--- config.mk ---
export PLATFORM = sky130hd
export DESIGN_NAME = fetch_unit_flat
export DESIGN_NICKNAME = d
export VERILOG_FILES = /design/src/rtl/fetch_unit_pkg.sv /design/src/rtl/fetch_unit_if.sv /design/src/rtl/fetch_unit_pc_reg.sv /design/src/rtl/fetch_unit.sv /design/src/flat_wrapper.sv
export SDC_FILE = /design/constraint.sdc
export NUM_CORES = 1
export LEC_CHECK = 0
export CAP_MARGIN = 25
export CORE_MARGIN = 2
export CORE_UTILIZATION = 53
export CTS_BUF_LIST = sky130_fd_sc_hd__clkbuf_16
export DETAILED_ROUTE_END_ITERATION = 8
export PLACE_DENSITY_LB_ADDON = 0.3
export SLEW_MARGIN = 30
export SYNTH_ARGS = -nofsm -noshare
export SYNTH_HDL_FRONTEND = slang
export SYNTH_SLANG_ARGS = --single-unit
--- constraint.sdc ---
create_clock -name clk -period 5.2 [get_ports clk]
set_input_delay 0.78 -clock clk [delete_from_list [all_inputs] [get_ports clk]]
set_output_delay 0.78 -clock clk [all_outputs]
set_load 0.01 [all_outputs]
--- src/rtl/fetch_unit_pkg.sv ---
`default_nettype none
// ----------------------------------------------------------------------------
// fetch_pkg: shared state encoding and default widths for the fetch stage.
// Rev 1.0
// ----------------------------------------------------------------------------
package fetch_pkg;

  localparam int OPCODE_W    = 4;
  localparam int DEF_ADDR_W  = 32;
  localparam int DEF_INSTR_W = 32;
  localparam int DEF_PC_STEP = 4;

  typedef enum logic [2:0] {
    ST_IDLE  = 3'd0,
    ST_REQ   = 3'd1,
    ST_VALID = 3'd2,
    ST_DRAIN = 3'd3,
    ST_HALT  = 3'd4
  } fetch_state_t;

endpackage
`default_nettype wire

--- src/rtl/fetch_unit_if.sv ---
`default_nettype none
// ----------------------------------------------------------------------------
// fetch_unit_if: instruction-memory, decode and redirect signals of the fetch stage.
// Rev 1.0
// ----------------------------------------------------------------------------
interface fetch_unit_if
  import fetch_pkg::*;
#(
  parameter int ADDR_W  = DEF_ADDR_W,
  parameter int INSTR_W = DEF_INSTR_W
);
  logic                imem_req;
  logic [ADDR_W-1:0]   imem_addr;
  logic                imem_ack;
  logic [INSTR_W-1:0]  imem_rdata;
  logic [INSTR_W-1:0]  instr;
  logic [OPCODE_W-1:0] opcode;
  logic [ADDR_W-1:0]   pc_out;
  logic                instr_valid;
  logic                instr_ready;
  logic                redirect;
  logic [ADDR_W-1:0]   redirect_pc;
  logic                fetch_err;

  modport master (
    output imem_req, imem_addr, instr, opcode, pc_out, instr_valid, fetch_err,
    input  imem_ack, imem_rdata, instr_ready, redirect, redirect_pc
  );

  modport slave (
    input  imem_req, imem_addr, instr, opcode, pc_out, instr_valid, fetch_err,
    output imem_ack, imem_rdata, instr_ready, redirect, redirect_pc
  );
endinterface
`default_nettype wire

--- src/rtl/fetch_unit_pc_reg.sv ---
`default_nettype none
// ----------------------------------------------------------------------------
// pc_reg: program counter with reset, sequential increment and priority load.
// Rev 1.0
// ----------------------------------------------------------------------------
module pc_reg
  import fetch_pkg::*;
#(
  parameter int                ADDR_W   = DEF_ADDR_W,
  parameter int                PC_STEP  = DEF_PC_STEP,
  parameter logic [ADDR_W-1:0] RESET_PC = '0
) (
  input  wire logic              clk,
  input  wire logic              rst,
  input  wire logic              i_load,
  input  wire logic [ADDR_W-1:0] i_load_pc,
  input  wire logic              i_inc,
  output logic      [ADDR_W-1:0] o_pc,
  output logic      [ADDR_W-1:0] o_pc_next
);
  logic [ADDR_W-1:0] r_pc;

  // Wraps modulo 2^ADDR_W by construction.
  assign o_pc_next = r_pc + ADDR_W'(PC_STEP);
  assign o_pc      = r_pc;

  always_ff @(posedge clk) begin
    if (rst) begin
      r_pc <= RESET_PC;
    end else if (i_load) begin
      r_pc <= i_load_pc;
    end else if (i_inc) begin
      r_pc <= o_pc_next;
    end
  end
endmodule
`default_nettype wire

--- src/rtl/fetch_unit.sv ---
`default_nettype none
// ----------------------------------------------------------------------------
// fetch_unit: PC, imem req/ack fetch and redirect handling; FETCH_TIMEOUT_EN adds ack timeout/HALT.
// Rev 1.0
// ----------------------------------------------------------------------------
module fetch_unit
  import fetch_pkg::*;
#(
  parameter int                ADDR_W      = DEF_ADDR_W,
  parameter int                INSTR_W     = DEF_INSTR_W,
  parameter int                PC_STEP     = DEF_PC_STEP,
  parameter logic [ADDR_W-1:0] RESET_PC    = '0,
  parameter int                TIMEOUT_CYC = 255
) (
  input wire logic      clk,
  input wire logic      rst,
  fetch_unit_if.master  bus
);
  fetch_state_t       r_state;
  logic [ADDR_W-1:0]  r_req_addr;
  logic [ADDR_W-1:0]  r_pc_out;
  logic [INSTR_W-1:0] r_instr;
  logic               r_imem_req;
  logic               r_instr_valid;
  logic [ADDR_W-1:0]  w_pc;
  logic [ADDR_W-1:0]  w_pc_next;
  logic               w_timeout;
  logic               w_pc_load;
  logic               w_pc_inc;

  // Timeout outranks redirect so a dead memory always lands in HALT.
  assign w_pc_load = bus.redirect && (r_state != ST_HALT) && !w_timeout;
  assign w_pc_inc  = (r_state == ST_VALID) && bus.instr_ready;

  pc_reg #(
    .ADDR_W   (ADDR_W),
    .PC_STEP  (PC_STEP),
    .RESET_PC (RESET_PC)
  ) u_pc_reg (
    .clk       (clk),
    .rst       (rst),
    .i_load    (w_pc_load),
    .i_load_pc (bus.redirect_pc),
    .i_inc     (w_pc_inc),
    .o_pc      (w_pc),
    .o_pc_next (w_pc_next)
  );

`ifdef FETCH_TIMEOUT_EN
  localparam int TMO_W = (TIMEOUT_CYC > 255) ? $clog2(TIMEOUT_CYC + 1) : 8;
  logic [TMO_W-1:0] r_tmo_cnt;
  logic             r_fetch_err;

  assign w_timeout     = r_imem_req && !bus.imem_ack && (r_tmo_cnt == TMO_W'(TIMEOUT_CYC - 1));
  assign bus.fetch_err = r_fetch_err;

  always_ff @(posedge clk) begin
    if (rst) begin
      r_tmo_cnt   <= '0;
      r_fetch_err <= 1'b0;
    end else begin
      if (!r_imem_req || bus.imem_ack || (bus.redirect && r_state == ST_REQ)) begin
        r_tmo_cnt <= '0;
      end else begin
        r_tmo_cnt <= r_tmo_cnt + 1'b1;
      end
      if (w_timeout) begin
        r_fetch_err <= 1'b1;
      end
    end
  end
`else
  assign w_timeout     = 1'b0;
  assign bus.fetch_err = 1'b0;
`endif

  always_ff @(posedge clk) begin
    if (rst) begin
      r_state       <= ST_IDLE;
      r_req_addr    <= RESET_PC;
      r_imem_req    <= 1'b0;
      r_instr_valid <= 1'b0;
      r_instr       <= '0;
      r_pc_out      <= RESET_PC;
    end else begin
      case (r_state)
        ST_IDLE: begin
          r_state    <= ST_REQ;
          r_imem_req <= 1'b1;
          if (bus.redirect) r_req_addr <= bus.redirect_pc;
        end
        ST_REQ: begin
          if (w_timeout) begin
            r_state    <= ST_HALT;
            r_imem_req <= 1'b0;
          end else if (bus.redirect) begin
            // Without an ack the old request must still complete, so drain it.
            if (bus.imem_ack) r_req_addr <= bus.redirect_pc;
            else              r_state    <= ST_DRAIN;
          end else if (bus.imem_ack) begin
            r_instr       <= bus.imem_rdata;
            r_pc_out      <= r_req_addr;
            r_instr_valid <= 1'b1;
            r_imem_req    <= 1'b0;
            r_state       <= ST_VALID;
          end
        end
        ST_VALID: begin
          if (bus.redirect || bus.instr_ready) begin
            r_req_addr    <= bus.redirect ? bus.redirect_pc : w_pc_next;
            r_instr_valid <= 1'b0;
            r_imem_req    <= 1'b1;
            r_state       <= ST_REQ;
          end
        end
        ST_DRAIN: begin
          if (w_timeout) begin
            r_state    <= ST_HALT;
            r_imem_req <= 1'b0;
          end else if (bus.imem_ack) begin
            r_req_addr <= bus.redirect ? bus.redirect_pc : w_pc;
            r_state    <= ST_REQ;
          end
        end
        ST_HALT: begin
          r_imem_req    <= 1'b0;
          r_instr_valid <= 1'b0;
        end
        default: begin
          r_state    <= ST_IDLE;
          r_imem_req <= 1'b0;
        end
      endcase
    end
  end

  assign bus.imem_req    = r_imem_req;
  assign bus.imem_addr   = r_req_addr;
  assign bus.instr       = r_instr;
  assign bus.opcode      = r_instr[INSTR_W-1 -: OPCODE_W];
  assign bus.pc_out      = r_pc_out;
  assign bus.instr_valid = r_instr_valid;
endmodule
`default_nettype wire

--- src/flat_wrapper.sv ---
// flat-port wrapper written by rule: the top's interface ports become plain ports
module fetch_unit_flat import fetch_pkg::*;
#(
  parameter int                ADDR_W      = DEF_ADDR_W,
  parameter int                INSTR_W     = DEF_INSTR_W,
  parameter int                PC_STEP     = DEF_PC_STEP,
  parameter logic [ADDR_W-1:0] RESET_PC    = '0,
  parameter int                TIMEOUT_CYC = 255
)
  (clk, rst, bus_imem_req, bus_imem_addr, bus_instr, bus_opcode, bus_pc_out, bus_instr_valid, bus_fetch_err, bus_imem_ack, bus_imem_rdata, bus_instr_ready, bus_redirect, bus_redirect_pc);
  fetch_unit_if #(.ADDR_W(ADDR_W), .INSTR_W(INSTR_W)) bus_i ();
  input wire logic clk;
  input wire logic rst;
  output wire logic [$bits(bus_i.imem_req)-1:0] bus_imem_req;
  output wire logic [$bits(bus_i.imem_addr)-1:0] bus_imem_addr;
  output wire logic [$bits(bus_i.instr)-1:0] bus_instr;
  output wire logic [$bits(bus_i.opcode)-1:0] bus_opcode;
  output wire logic [$bits(bus_i.pc_out)-1:0] bus_pc_out;
  output wire logic [$bits(bus_i.instr_valid)-1:0] bus_instr_valid;
  output wire logic [$bits(bus_i.fetch_err)-1:0] bus_fetch_err;
  input wire logic [$bits(bus_i.imem_ack)-1:0] bus_imem_ack;
  input wire logic [$bits(bus_i.imem_rdata)-1:0] bus_imem_rdata;
  input wire logic [$bits(bus_i.instr_ready)-1:0] bus_instr_ready;
  input wire logic [$bits(bus_i.redirect)-1:0] bus_redirect;
  input wire logic [$bits(bus_i.redirect_pc)-1:0] bus_redirect_pc;
  assign bus_imem_req = bus_i.imem_req;
  assign bus_imem_addr = bus_i.imem_addr;
  assign bus_instr = bus_i.instr;
  assign bus_opcode = bus_i.opcode;
  assign bus_pc_out = bus_i.pc_out;
  assign bus_instr_valid = bus_i.instr_valid;
  assign bus_fetch_err = bus_i.fetch_err;
  assign bus_i.imem_ack = bus_imem_ack;
  assign bus_i.imem_rdata = bus_imem_rdata;
  assign bus_i.instr_ready = bus_instr_ready;
  assign bus_i.redirect = bus_redirect;
  assign bus_i.redirect_pc = bus_redirect_pc;
  fetch_unit #(.ADDR_W(ADDR_W), .INSTR_W(INSTR_W), .PC_STEP(PC_STEP), .RESET_PC(RESET_PC), .TIMEOUT_CYC(TIMEOUT_CYC)) u_core (.clk(clk), .rst(rst), .bus(bus_i));
endmodule
Word-level counts from Yosys, hierarchy flattened
Index checks and enable logic that the tools add are counted.
- flip-flop bits (word level): 133
- input port bits: 69
- output and inout bits: 103
- $add $sub $neg: 1
- eq/ne operators: 13
- multiplexer cells: 24
- bitwise logic cells: 3
- reductions and logical operators: 12
- operator list (kind ; number):
    2-to-1 mux 32 bit ; 9
    case mux 32 bit (4 select lines) ; 1
    adder 32 x 3 -> 32 bit (second input constant) ; 1
    2-to-1 mux 3 bit ; 5
    case mux 3 bit (5 select lines) ; 1
    inequality test 2 bit (second input constant) ; 6
    inequality test 3 bit (second input constant) ; 3
    AND reduction 4 bit ; 2
    equality test 3 x 2 -> 1 bit (second input constant) ; 2
    2-to-1 mux 1 bit ; 6
    AND reduction 6 bit ; 1
    AND reduction 5 bit ; 1
    case mux 1 bit (4 select lines) ; 1
    nonzero test 4 bit ; 1
    equality test 3 x 1 -> 1 bit (second input constant) ; 1
    equality test 3 bit (second input constant) ; 1
    logical NOT 3 bit ; 1
    inverter 1 bit ; 3
    case mux 1 bit (3 select lines) ; 1
    AND reduction 3 bit ; 1
    nonzero test 3 bit ; 1
    logical AND 1 bit ; 2
    nonzero test 2 bit ; 1
    logical OR 1 bit ; 1

Longest topological paths before layout
- word-level depth: 4
- gate-level depth with buffers: 8
- mapped depth without buffers: 6

Hierarchy
A second synthesis with hierarchy kept.
- cells, all modules: 749
- area total of the unflattened synthesis: 6438.7 sq um
- modules (own cells, without submodules) (module ; instances ; cells each ; area an instance (sq um) ; sequential area each (sq um)):
    fetch_unit ; 1 ; 454 ; 4139.0 ; 2001.9
    pc_reg ; 1 ; 295 ; 2299.7 ; 640.6

Worst setup path after synthesis
No wires, ideal clock.
- path kind: input to register
- from: input port bus_redirect
- to: register u_core.r_instr[0], in the netlist u_core.bus.instr[0]
- library setup time: 0.132 ns
- data arrival time: 2.119 ns
- setup slack: 2.949 ns
- stages: 8
- path through: clkbuf_1 > clkinv_1 > and3_1 > and2_1 > clkbuf_1 > clkbuf_1 > nand2_1 > a21oi_1
- longest elaborated chain between the ends: 2
- ends and longest elaborated chain (what ; line ; text):
    start, declared ; flat_wrapper.sv:24 ; input wire logic [$bits(bus_i.redirect)-1:0] bus_redirect;
    inverter 1 bit (no line) ; -- ;
    AND reduction 3 bit (no line) ; -- ;
    end signal, assigned ; fetch_unit.sv:101 ; r_instr <= bus.imem_rdata;
    end, declared ; fetch_unit.sv:22 ; logic [INSTR_W-1:0] r_instr;
Every way passes these cells.
A chain may end at the register's enable or synchronous reset.

Worst setup path in the final report
- from: input port bus_redirect
- to: register u_core.r_instr[13], in the netlist u_core.bus.instr[13]
Same word-level chain as after synthesis.

==> results_dict.tcl <==
set metrics [dict create \
    cts_inserted_buffers 17 \
    synth_seq_area_share 0.410 \
    clkPwrFrac 0.448 \
    dp_hpwl_mm 13.0 \
    path_max_fanout 41 \
    outcome "finished, final reports clean" \
    rows 40 \
    clk_pin_slew_ps 60 \
    fin_setup_tns_ps 0 \
    power_mw 2.70 \
    cts_buffer_depth 2 \
    p_leak_nw 2.91 \
    worstSkewPairLatency_ps 420 \
    cap_violations 0 \
    grt_util_all_layers 0.309 \
    dr_wl_met2_mm 9.32 \
    cp_data_required_time_ps 5540 \
    ant_nets 0 \
    synth_common_cells "181 x nand2_1, 132 x dfxtp_1, 98 x a21oi_1, 75 x nor2_1, 56 x clkbuf_1" \
    core_area_um2 12000 \
    syn_inst 854 \
    ys_top_cells_by_area "dfxtp_1 41%, nand2_1 11%, a21oi_1 7.6%" \
    cts_max_level 4 \
    critPathKind "input pin to flip-flop" \
    drive_gt1_frac 0.0550 \
    grt_pass1_wl_mm 32.0 \
    netSwitchingFraction 0.273 \
    fin_skew_ps 7.28 \
    drc 0 \
    synth_area_um2 6440 \
    die-area_um2 13100 \
    fillers 956 \
    path_buf_inv 3 \
    finalMaxSlewViolations 0 \
    ys_warn_count 0 \
    finalSetupViolations 0 \
    synth_top_area_frac 0.410 \
    drt_wl_total_mm 20.1 \
    synth_edf_count 0 \
    rsz0062_at_grt "false" \
    period_minus_slack_ps 3020 \
    power.density_nw_per_um2 311 \
    seq_power_share 0.417 \
    slew_headroom 0.372 \
    cts_setup_buffers 0 \
    wl_met1_mm 7.98 \
    postSynthAreaPerCell_um2 7.55 \
    path_cells "clkdlybuf4s50_1, clkinv_1, and3_1, nand2_2, buf_4, nand2_1, a21oi_1" \
    cp-start-kind "input pin" \
    antenna_cells 0 \
    p_sw_uw 737 \
    grt_antenna_before_repair 0 \
    cts_sinks 132 \
    critical-path-top-delay-family "buffers and inverters" \
    p_int_mw 1.96 \
    top_layer "met4" \
    grt-ovfl-total 0 \
    viasPerCell 5.99 \
    max_stage_delay_ps 1000 \
    first_pass_iters 5 \
    ir_drop_mv 0.189 \
    drt_iter0_markers 752 \
    endpoint_kind "flip-flop" \
    wl_per_cell_um 17.8 \
    start_util 0.539 \
    tritoncts "yes" \
    yosysMostFrequentCell "nand2_1" \
    grt_max_degree 89 \
    nets 1038 \
    gp_congestion 0.891 \
    fmax_mhz 331 \
    cts.root.buffer_cell "clkbuf_16" \
    async_reset_ff_frac 0 \
    port_buffers 170 \
    route.met3.wl_mm 1.96 \
    critical_path_arrival_ps 3360 \
    min_path_type "flip-flop to flip-flop" \
    syn_to_final_growth_pct 34.5 \
    yosysTopAreaCell "dfxtp_1" \
    num_vias 6752 \
    yosysUniqueCellTypes 55 \
    cp_slowest_cell "clkdlybuf4s50_1" \
    period_share 0.581 \
    synth_seq_cells 132 \
    ioPinCount 172 \
    cts_hold_buf 0 \
    worstMarginPinSlew_ps 941 \
    post_cts_resized 0 \
    hold_violations 0 \
    synth_fp_nets 924 \
    grt_pass1_vias 6239 \
    die_w_um 114 \
    yosys_most_used_dff "dfxtp_1" \
    power_frac_comb 0.134 \
    die_h_um 114 \
]
-- routing by layer --
metal  track usage  vias up
li1              -     3209
met2         0.493      390
met5             0        -
met4         0.153        0
met3        0.0752       48
met1         0.391     3105
-- tightest hold or removal path, stage by stage, from the launching register on --
cell and delay, ps:
dfxtp_1 310, nand2_1 50, a21oi_1 50
-- sequential cells by signal, summed over array words and instances (netlist names) --
name,flops
u_core.bus.imem_addr,32
u_core.bus.instr,32
u_core.bus.pc_out,32
u_core.u_pc_reg.o_pc,32
u_core.r_state,2
u_core.bus.imem_req,1
u_core.bus.instr_valid,1
-- logic make-up after synthesis --
logic type | after synthesis | synth area share
xor gates and xnor gates | 38 | 0.0516
other | 1 | 0.000582
adders and majority gates | 1 | 0.00194
AOI/OAI and AO/OA | 212 | 0.206
muxes | 8 | 0.0124
DFF | 132 | 0.410
and+or+nand+nor | 366 | 0.255
buffers and inverters | 96 | 0.0621
-- power groups by stage --
stage / Clock [mW] / Sequential (mW) / Combinational [mW]
3_3_place_gp: 0 / 1.15 / 0.349
6_report: 1.21 / 1.13 / 0.362
4_1_cts: 1.22 / 1.12 / 0.359
3_5_place_dp: 0 / 1.15 / 0.355
2_1_floorplan: 0 / 1.13 / 0.186
5_1_grt: 1.26 / 1.13 / 0.392
-- stage by stage --
step / cell area, µm² / hold slack (ps) / setup WS [ps] / utilization / instances
after floorplan: 6440 / 454 / 2950 / - / 854
after global placement: 8060 / 440 / 1810 / 0.674 / 1096
after detailed placement: 8070 / 445 / 1800 / 0.675 / 1096
after CTS: 8670 / 456 / 2210 / 0.724 / 1128
after global routing: 8670 / 475 / 2020 / 0.724 / 1128
final: 8670 / 452 / 2180 / 0.724 / 1128
-- worst paths after layout --
check	start	end	slack, ps	cells past startpoint
min	u_core.bus.pc_out[24]$_SDFFE_PP0P_	u_core.bus.pc_out[24]$_SDFFE_PP0P_	450	2
max reg2reg	u_core.u_pc_reg.o_pc[4]$_SDFFE_PP0N_	u_core.bus.imem_addr[21]$_SDFFE_PP0P_	2450	5
max	bus_redirect	u_core.bus.instr[13]$_SDFFE_PP0P_	2180	7
min reg2reg	u_core.bus.pc_out[24]$_SDFFE_PP0P_	u_core.bus.pc_out[24]$_SDFFE_PP0P_	450	2
-- layout make-up --
class	instances	area, µm²	share of cell area
multi-input cells	626	3420	0.395
flip-flops and latches	132	2640	0.305
repair buffers	181	1780	0.206
clock buffers	17	425	0.0491
well taps	147	184	0.0212
clock inverters	15	171	0.0198
inverters	10	37.5	0.00433
-- layout by cell type, fill, tap and decap left out, types with 5 or more instances in the layout --
master / netlist / routed
o211ai_1: 5 / 5
nor2_1: 75 / 75
a211oi_1: 25 / 25
clkbuf_16: 0 / 17
xnor2_1: 30 / 30
clkdlybuf4s50_1: 0 / 169
nand3_1: 16 / 16
nor4_1: 17 / 17
and4_1: 6 / 6
o21ai_0: 25 / 25
a311oi_1: 8 / 8
a21oi_1: 98 / 98
a22o_1: 5 / 5
nand2b_1: 7 / 7
buf_4: 7 / 12
dfxtp_1: 132 / 132
a221oi_1: 6 / 6
inv_1: 8 / 8
nand4_1: 14 / 14
xor2_1: 8 / 8
nand2_1: 181 / 180
nor3_1: 26 / 26
mux2i_1: 8 / 8
(Power assumes the default switching activity.)
